`config.mk`:
```
export PLATFORM = sky130hd
export DESIGN_NAME = muldiv_seq_flat
export DESIGN_NICKNAME = d
export VERILOG_FILES = /design/src/rtl/muldiv_pkg.sv /design/src/rtl/muldiv_seq_if.sv /design/src/rtl/muldiv_seq_div_step.sv /design/src/rtl/muldiv_seq.sv /design/src/flat_wrapper.sv
export SDC_FILE = /design/constraint.sdc
export NUM_CORES = 2
export LEC_CHECK = 0
export ABC_AREA = 0
export BUFFER_PORTS_ARGS = -buffer_cell sky130_fd_sc_hd__buf_2
export CAP_MARGIN = 20
export CORE_ASPECT_RATIO = 1.25
export CORE_MARGIN = 2
export CORE_UTILIZATION = 55
export DETAILED_ROUTE_END_ITERATION = 16
export MAX_ROUTING_LAYER = met4
export PLACE_DENSITY = 0.68
export SETUP_SLACK_MARGIN = 0.05
export SLEW_MARGIN = 20
export SYNTH_ARGS = -nofsm -noshare
export SYNTH_HDL_FRONTEND = slang
export SYNTH_SLANG_ARGS = --single-unit
```
`constraint.sdc`:
```
create_clock -name clk -period 11.62 [get_ports clk]
set_input_delay 1.162 -clock clk [delete_from_list [all_inputs] [get_ports clk]]
set_output_delay 1.162 -clock clk [all_outputs]
set_load 0.005 [all_outputs]
```
`src/rtl/muldiv_pkg.sv`:
```
// Shared op codes, FSM states and decode helpers for the M-extension sequencer.
// The op code values are also used by the ALU decoder.
package muldiv_pkg;

  localparam logic [4:0] OP_MUL    = 5'b01010;
  localparam logic [4:0] OP_MULH   = 5'b01011;
  localparam logic [4:0] OP_MULHSU = 5'b01100;
  localparam logic [4:0] OP_MULHU  = 5'b01101;
  localparam logic [4:0] OP_DIV    = 5'b01110;
  localparam logic [4:0] OP_DIVU   = 5'b01111;
  localparam logic [4:0] OP_REM    = 5'b10000;
  localparam logic [4:0] OP_REMU   = 5'b10001;

  typedef enum logic [2:0] {IDLE, MUL, DIV, FIX, DONE} state_t;

  function automatic logic is_mul(input logic [4:0] op);
    return op inside {OP_MUL, OP_MULH, OP_MULHSU, OP_MULHU};
  endfunction

  function automatic logic is_div(input logic [4:0] op);
    return op inside {OP_DIV, OP_DIVU, OP_REM, OP_REMU};
  endfunction

  // True when op1 is interpreted as a signed value.
  function automatic logic is_signed(input logic [4:0] op);
    return op inside {OP_MUL, OP_MULH, OP_MULHSU, OP_DIV, OP_REM};
  endfunction

  function automatic logic is_rem(input logic [4:0] op);
    return op inside {OP_REM, OP_REMU};
  endfunction

  // Divide by zero, or the one signed quotient that does not fit in 32 bits.
  function automatic logic div_special_case(input logic [4:0] op,
                                            input logic [31:0] a,
                                            input logic [31:0] b);
    return (b == 32'd0) ||
           (is_signed(op) && a == 32'h8000_0000 && b == 32'hFFFF_FFFF);
  endfunction

  function automatic logic [31:0] div_special_result(input logic [4:0] op,
                                                     input logic [31:0] a,
                                                     input logic [31:0] b);
    if (b == 32'd0) return is_rem(op) ? a : 32'hFFFF_FFFF;
    return is_rem(op) ? 32'd0 : 32'h8000_0000;
  endfunction

endpackage

```
`src/rtl/muldiv_seq_if.sv`:
```
// Request/response bundle between the execute stage and the mul/div sequencer.
// master = pipeline side, slave = sequencer side.
interface muldiv_seq_if #(parameter int DATA_WIDTH = 32);
  logic                  start;
  logic [4:0]            op;
  logic [DATA_WIDTH-1:0] op1;
  logic [DATA_WIDTH-1:0] op2;
  logic                  flush;
  logic                  busy;
  logic                  stall;
  logic                  done;
  logic [DATA_WIDTH-1:0] result;

  modport master (output start, op, op1, op2, flush,
                  input  busy, stall, done, result);
  modport slave  (input  start, op, op1, op2, flush,
                  output busy, stall, done, result);
endinterface

```
`src/rtl/muldiv_seq_div_step.sv`:
```
// One restoring-division step: shift in the next dividend bit, subtract the divisor if it fits.
// Purely combinational; the caller keeps the partial remainder below the divisor.
module div_step (
  input  logic [32:0] rem_in,
  input  logic        bit_in,
  input  logic [31:0] divisor,
  output logic [32:0] rem_out,
  output logic        q_bit
);

  logic [33:0] shifted;

  assign shifted = {rem_in, bit_in};
  assign q_bit   = shifted >= {2'b00, divisor};
  assign rem_out = q_bit ? 33'(shifted - {2'b00, divisor}) : 33'(shifted);

endmodule

```
`src/rtl/muldiv_seq.sv`:
```
// RV32M multi-cycle sequencer: mul done 2 cycles after accept, div/rem 34 (1 for special cases with
// MULDIV_BYPASS_EN defined). Holds the pipeline via stall until the DONE cycle; flush aborts silently.
module muldiv_seq
  import muldiv_pkg::*;
#(
  parameter int DATA_WIDTH = 32
) (
  input  logic            clk,
  input  logic            rst,
  muldiv_seq_if.slave     bus
);

  state_t                state;
  logic [4:0]            op_q;
  logic [DATA_WIDTH-1:0] a_q;
  logic [DATA_WIDTH-1:0] b_q;
  logic [32:0]           rem_q;
  logic [31:0]           quo_q;
  logic [31:0]           dvsr_q;
  logic [4:0]            cnt;
  logic                  q_neg;
  logic                  r_neg;
  logic [DATA_WIDTH-1:0] result_q;

  logic        accept;
  logic        sgn_in;
  logic [32:0] rem_nx;
  logic        q_bit;
  logic [63:0] mul_a;
  logic [63:0] mul_b;
  logic [63:0] prod;
  logic [31:0] fix_result;

  assign accept = (state == IDLE) && bus.start && !bus.flush &&
                  (is_mul(bus.op) || is_div(bus.op));
  assign sgn_in = is_signed(bus.op);

  assign bus.busy   = (state != IDLE);
  assign bus.stall  = accept || (state inside {MUL, DIV, FIX});
  assign bus.done   = (state == DONE);
  assign bus.result = result_q;

  div_step u_div_step (
    .rem_in  (rem_q),
    .bit_in  (quo_q[31]),
    .divisor (dvsr_q),
    .rem_out (rem_nx),
    .q_bit   (q_bit)
  );

  // 64-bit extension of 33-bit sign/zero-extended operands; the low 64 product bits are exact.
  always_comb begin
    mul_a = {{32{is_signed(op_q) & a_q[31]}}, a_q};
    mul_b = {{32{(op_q == OP_MUL || op_q == OP_MULH) & b_q[31]}}, b_q};
    prod  = mul_a * mul_b;
  end

  always_comb begin
    fix_result = q_neg ? -quo_q : quo_q;
    if (div_special_case(op_q, a_q, b_q))
      fix_result = div_special_result(op_q, a_q, b_q);
    else if (is_rem(op_q))
      fix_result = r_neg ? -rem_q[31:0] : rem_q[31:0];
  end

  always_ff @(posedge clk) begin
    if (rst) begin
      state    <= IDLE;
      op_q     <= '0;
      a_q      <= '0;
      b_q      <= '0;
      rem_q    <= '0;
      quo_q    <= '0;
      dvsr_q   <= '0;
      cnt      <= '0;
      q_neg    <= 1'b0;
      r_neg    <= 1'b0;
      result_q <= '0;
    end else if (bus.flush) begin
      state <= IDLE;
    end else begin
      case (state)
        IDLE: begin
          if (accept) begin
            op_q   <= bus.op;
            a_q    <= bus.op1;
            b_q    <= bus.op2;
            rem_q  <= '0;
            cnt    <= 5'd31;
            quo_q  <= (sgn_in && bus.op1[31]) ? -bus.op1 : bus.op1;
            dvsr_q <= (sgn_in && bus.op2[31]) ? -bus.op2 : bus.op2;
            q_neg  <= sgn_in & (bus.op1[31] ^ bus.op2[31]);
            r_neg  <= sgn_in & bus.op1[31];
            if (is_mul(bus.op)) state <= MUL;
            else                state <= DIV;
`ifdef MULDIV_BYPASS_EN
            if (is_div(bus.op) && div_special_case(bus.op, bus.op1, bus.op2)) begin
              result_q <= div_special_result(bus.op, bus.op1, bus.op2);
              state    <= DONE;
            end
`endif
          end
        end
        MUL: begin
          result_q <= (op_q == OP_MUL) ? prod[31:0] : prod[63:32];
          state    <= DONE;
        end
        DIV: begin
          // Dividend bits leave quo_q at the top while quotient bits enter at the bottom.
          rem_q <= rem_nx;
          quo_q <= {quo_q[30:0], q_bit};
          cnt   <= cnt - 5'd1;
          if (cnt == 5'd0) state <= FIX;
        end
        FIX: begin
          result_q <= fix_result;
          state    <= DONE;
        end
        DONE:    state <= IDLE;
        default: state <= IDLE;
      endcase
    end
  end

endmodule

```
`src/flat_wrapper.sv`:
```
// flat-port wrapper written by rule: the top's interface ports become plain ports
module muldiv_seq_flat import muldiv_pkg::*;
#(
  parameter int DATA_WIDTH = 32
)
  (clk, rst, bus_start, bus_op, bus_op1, bus_op2, bus_flush, bus_busy, bus_stall, bus_done, bus_result);
  muldiv_seq_if #(.DATA_WIDTH(DATA_WIDTH)) bus_i ();
  input  logic clk;
  input  logic rst;
  input wire logic [$bits(bus_i.start)-1:0] bus_start;
  input wire logic [$bits(bus_i.op)-1:0] bus_op;
  input wire logic [$bits(bus_i.op1)-1:0] bus_op1;
  input wire logic [$bits(bus_i.op2)-1:0] bus_op2;
  input wire logic [$bits(bus_i.flush)-1:0] bus_flush;
  output wire logic [$bits(bus_i.busy)-1:0] bus_busy;
  output wire logic [$bits(bus_i.stall)-1:0] bus_stall;
  output wire logic [$bits(bus_i.done)-1:0] bus_done;
  output wire logic [$bits(bus_i.result)-1:0] bus_result;
  assign bus_i.start = bus_start;
  assign bus_i.op = bus_op;
  assign bus_i.op1 = bus_op1;
  assign bus_i.op2 = bus_op2;
  assign bus_i.flush = bus_flush;
  assign bus_busy = bus_i.busy;
  assign bus_stall = bus_i.stall;
  assign bus_done = bus_i.done;
  assign bus_result = bus_i.result;
  muldiv_seq #(.DATA_WIDTH(DATA_WIDTH)) u_core (.clk(clk), .rst(rst), .bus(bus_i));
endmodule
```
==> summary.txt <==
Timing
  – Fmax: around 0.10 GHz
  – RSZ-0062 raised after global routing: false
  – Max Clock Skew: between 0.05 and 0.06 ns
  – Slew Limit Headroom: 0.240
  – Fin. Hold Viols: 0
  – Crit path time final: 9.70 ns
  – Sum Neg Setup Slack: 0 ns
  – Slew @ Worst Pin: approximately 1.1 ns
  – Final Max Slew Viols: 0
  – Final Setup Violations: 0
  – Final worst path period share: 0.834

Global route
  – First-pass GRT wire length: roughly 250000 µm
  – Gr ovfl total: 0
  – Initial antenna violation count: 6
  – Largest net degree at the start of global routing: around 110
  – GRT Resource Usage Total: 0.354
  – Vias in the first global route: between 40000 and 50000

Placement
  – GP Congestion: around 1.1
  – Detailed placement HPWL: 126000 µm
  – PortBufs: 107
  – Post-DP Area: about 53000 µm²

Pwr
  – Standby leakage power: 25.0 nW
  – PwrDens: 39.9 nW/µm²
  – Worst vdd rail ir drop: between 0.1 and 0.15 mV
  – Comb pwr share: 0.257
  – P_sw: roughly 0.00076 W
  – Power share of the sequential group: 0.353
  – Switch share: 0.359
  – Clk network pwr share: 0.390
  – Internal: 0.00137 W

Cells and area
  – FILL cells: ~8500
  – Layout cells sized above 1: 0.0503
  – Area grow syn2layout: 4.40%
  – Cell area after layout: between 50000 and 60000 µm²
  – Commonest non-fill, non-tap cell in the layout: inv_1
  – Nets: 7317
  – Sequential Area: roughly 4100 µm²
  – Most frequent cells in the layout: inv_1, fa_1, nand2_1
  – Multi-input logic area: 41000 µm²

Clock network
  – TritonCTS clock tree: built
  – Postcts setup bufs: 0
  – Clk root buf: clkbuf_16
  – H-Tree Depth: 1
  – Clk Latency, worst-skew pair: 0.59 ns
  – # hold bufs at CTS: 0
  – TritonCTS Buffers: 23
  – Post-cts gate resize count: 0
  – Clock sinks: around 210
  – Worst-path clk slew: around 0.080 ns
  – Clock buffer depth: 3

Route
  – Drc violations: 0
  – Starting DRT DRC Count: about 3400
  – Drt total wl: between 150000 and 200000 µm
  – Drt first pass iters: 10
  – Routed Antenna Nets: 0
  – DR vias/cell: a little under 6
  – WL per Instance: 22.5 µm
  – Via count: between 40000 and 50000

Job
  – Max Cap Viol: 0

Worst setup path
  – Worst Path Max Fanout: 21
  – Worst Path Buf+Inv: 6
  – Crit path required time: between 10 and 15 ns
  – Worst path top cell family by delay: adder cells
  – Kind of critical path: reg2reg
  – CP Launch Type: flop
  – Most frequent CP cell: fa_1
  – CP arrival: 10.16 ns
  – Nature of the critical path endpoint: flop
  – Slowest cell delay on critical path: 0.84 ns
  – Slowest CP cell: fa_1

Floorplan
  – Die X: between 200 and 300 µm
  – Area of the core: a little over 90000 µm²
  – Initial core utilization: 0.552
  – Num rows: roughly 130
  – Die Ht: 345 µm
  – Die Area: about 95000 µm²
  – I/O Pins: about 110

Synthesis
  – Syn Area/Cell: 8.50 µm²
  – Post-Syn Nets: 7465
  – Syn Inst Count: ~6000
  – Simple-gate share of the synthesized area: 0.166
  – Cell variety after synth: 85
  – FFs w/ async S/R, synth: 0
  – Yosys reg bits: 207
  – XOR/XNOR Fraction of Synth Area: 0.0361
  – Adder-Cell Fraction of Synth Area: 0.502
  – Ys flop type: dfxtp_1
  – Main combinational cell family by area after synthesis: adder cells
  – Sequential share of the synthesized area: 0.0810
  – Mux share of post-synthesis cell area: 0.00377
  – Syn Std Cell Area: roughly 51000 µm²
  – Post-synth EDFFs: 0
  – Complex-gate fraction of the synthesized area: 0.0939
  – Synth Warn #: 0

Worst hold path
  – HP Class: reg2reg

Outcome
  – Status: finished, final reports clean
==> registers in the layout, indices dropped and copies added (netlist names), 3 cells and up <==
name / flops
u_core.b_q: 31
u_core.bus.result: 32
u_core.rem_q: 33
u_core.a_q: 32
u_core.quo_q: 32
u_core.cnt: 5
u_core.op_q: 5
u_core.dvsr_q: 32
u_core.state: 3
==> per-stage QoR <==
stage / cells / setup slack (ns) / power [W] / util / hold slack (ns)
final: 7095 / 1.92 / 0.00213 / 0.577 / 0.454
after global routing: 7093 / 1.50 / 0.00220 / 0.577 / 0.470
after floorplan: 6016 / 2.80 / 0.00111 / - / 0.426
after detailed placement: 7049 / 1.94 / 0.00130 / 0.568 / 0.448
after global placement: 7048 / 2.11 / 0.00130 / 0.568 / 0.438
after CTS: 7090 / 1.94 / 0.00212 / 0.577 / 0.456
==> worst paths after layout <==
| path | slack [ns] | to | start | depth (start not counted) |
|---|---|---|---|---|
| worst min-delay path | 0.45 | u_core.dvsr_q[21] | u_core.dvsr_q[21] | 2 |
| worst max-delay path | 1.92 | u_core.bus.result[27] | u_core.op_q[1] | 27 |
| worst min register to register | 0.45 | u_core.dvsr_q[21] | u_core.dvsr_q[21] | 2 |
| worst max register to register | 1.92 | u_core.bus.result[27] | u_core.op_q[1] | 27 |
==> power groups by stage <==
stage	logic, W	registers, W	clock network (W)
after floorplan	0.000361	0.000749	0
after global placement	0.000528	0.000767	0
after detailed placement	0.000531	0.000767	0
after CTS	0.000534	0.000751	0.000837
after global routing	0.000588	0.000753	0.000859
final	0.000546	0.000753	0.000831
==> cells in the mapped netlist, types with 6 or more instances <==
cell      count  share of area
dfxtp_1     207          0.081
or2_2        13         0.0016
a31oi_1      17         0.0021
o41ai_1      14         0.0024
o22ai_1      15         0.0018
or3_1        15         0.0018
a21o_1       42         0.0062
nand4_1      25         0.0031
xor2_1       71          0.012
a21oi_1     247          0.024
a222oi_1     30         0.0059
nand2b_1     18         0.0022
nor2b_1      17         0.0021
or4_1        16         0.0023
a32oi_1      11         0.0019
clkbuf_1    366          0.027
nand2_1    1062          0.078
o21a_1       18         0.0026
a221oi_1      7         0.0012
a211oi_1     47         0.0069
inv_1      1217          0.089
ha_1        250          0.061
xnor2_1     140          0.024
o21ai_0     167          0.016
nor2_1      209          0.015
mux2i_1      17         0.0033
a311oi_1      8         0.0014
and3_1       25         0.0031
a211o_1       6         0.0010
and2_1      312          0.038
o31ai_1      32         0.0047
o21bai_1     19         0.0028
nor4_1       34         0.0042
nor3_1       38         0.0037
fa_1       1126           0.44
o211ai_1     14         0.0021
a22oi_1       6        0.00088
nand3_1      30         0.0029
buf_2        10        0.00098
==> worst min-delay path, cell delays in order, from the launching register on <==
cell,delay (ns)
dfxtp_1,0.31
nand2_1,0.05
a21oi_1,0.05
==> logic make-up (layout without fill, tap and decap cells) <==
family,Yosys count,count (layout)
buf+inv,1598,1466
compound gates,751,751
other cells,0,5
fa+ha+maj,1376,1376
xor+xnor,211,211
simple gates,1854,1854
flops,207,207
mux,19,19
==> cell type report <==
type	instances	share of cell area
multi-input cells	4211	0.768
inverters	1217	0.0855
flip-flops and latches	207	0.0776
well taps	1206	0.0283
repair buffers	208	0.0250
clock buffers	24	0.0110
clock inverters	17	0.00408
diodes	5	0.000234
==> routing by layer <==
layer,up-vias,part of all wire,track usage
li1,17971,-,-
met1,20909,0.37,0.410
met5,-,0,-
met4,0,0.056,0.170
met3,456,0.077,0.0578
met2,1759,0.50,0.605
Power figures use the tool's default switching activity.
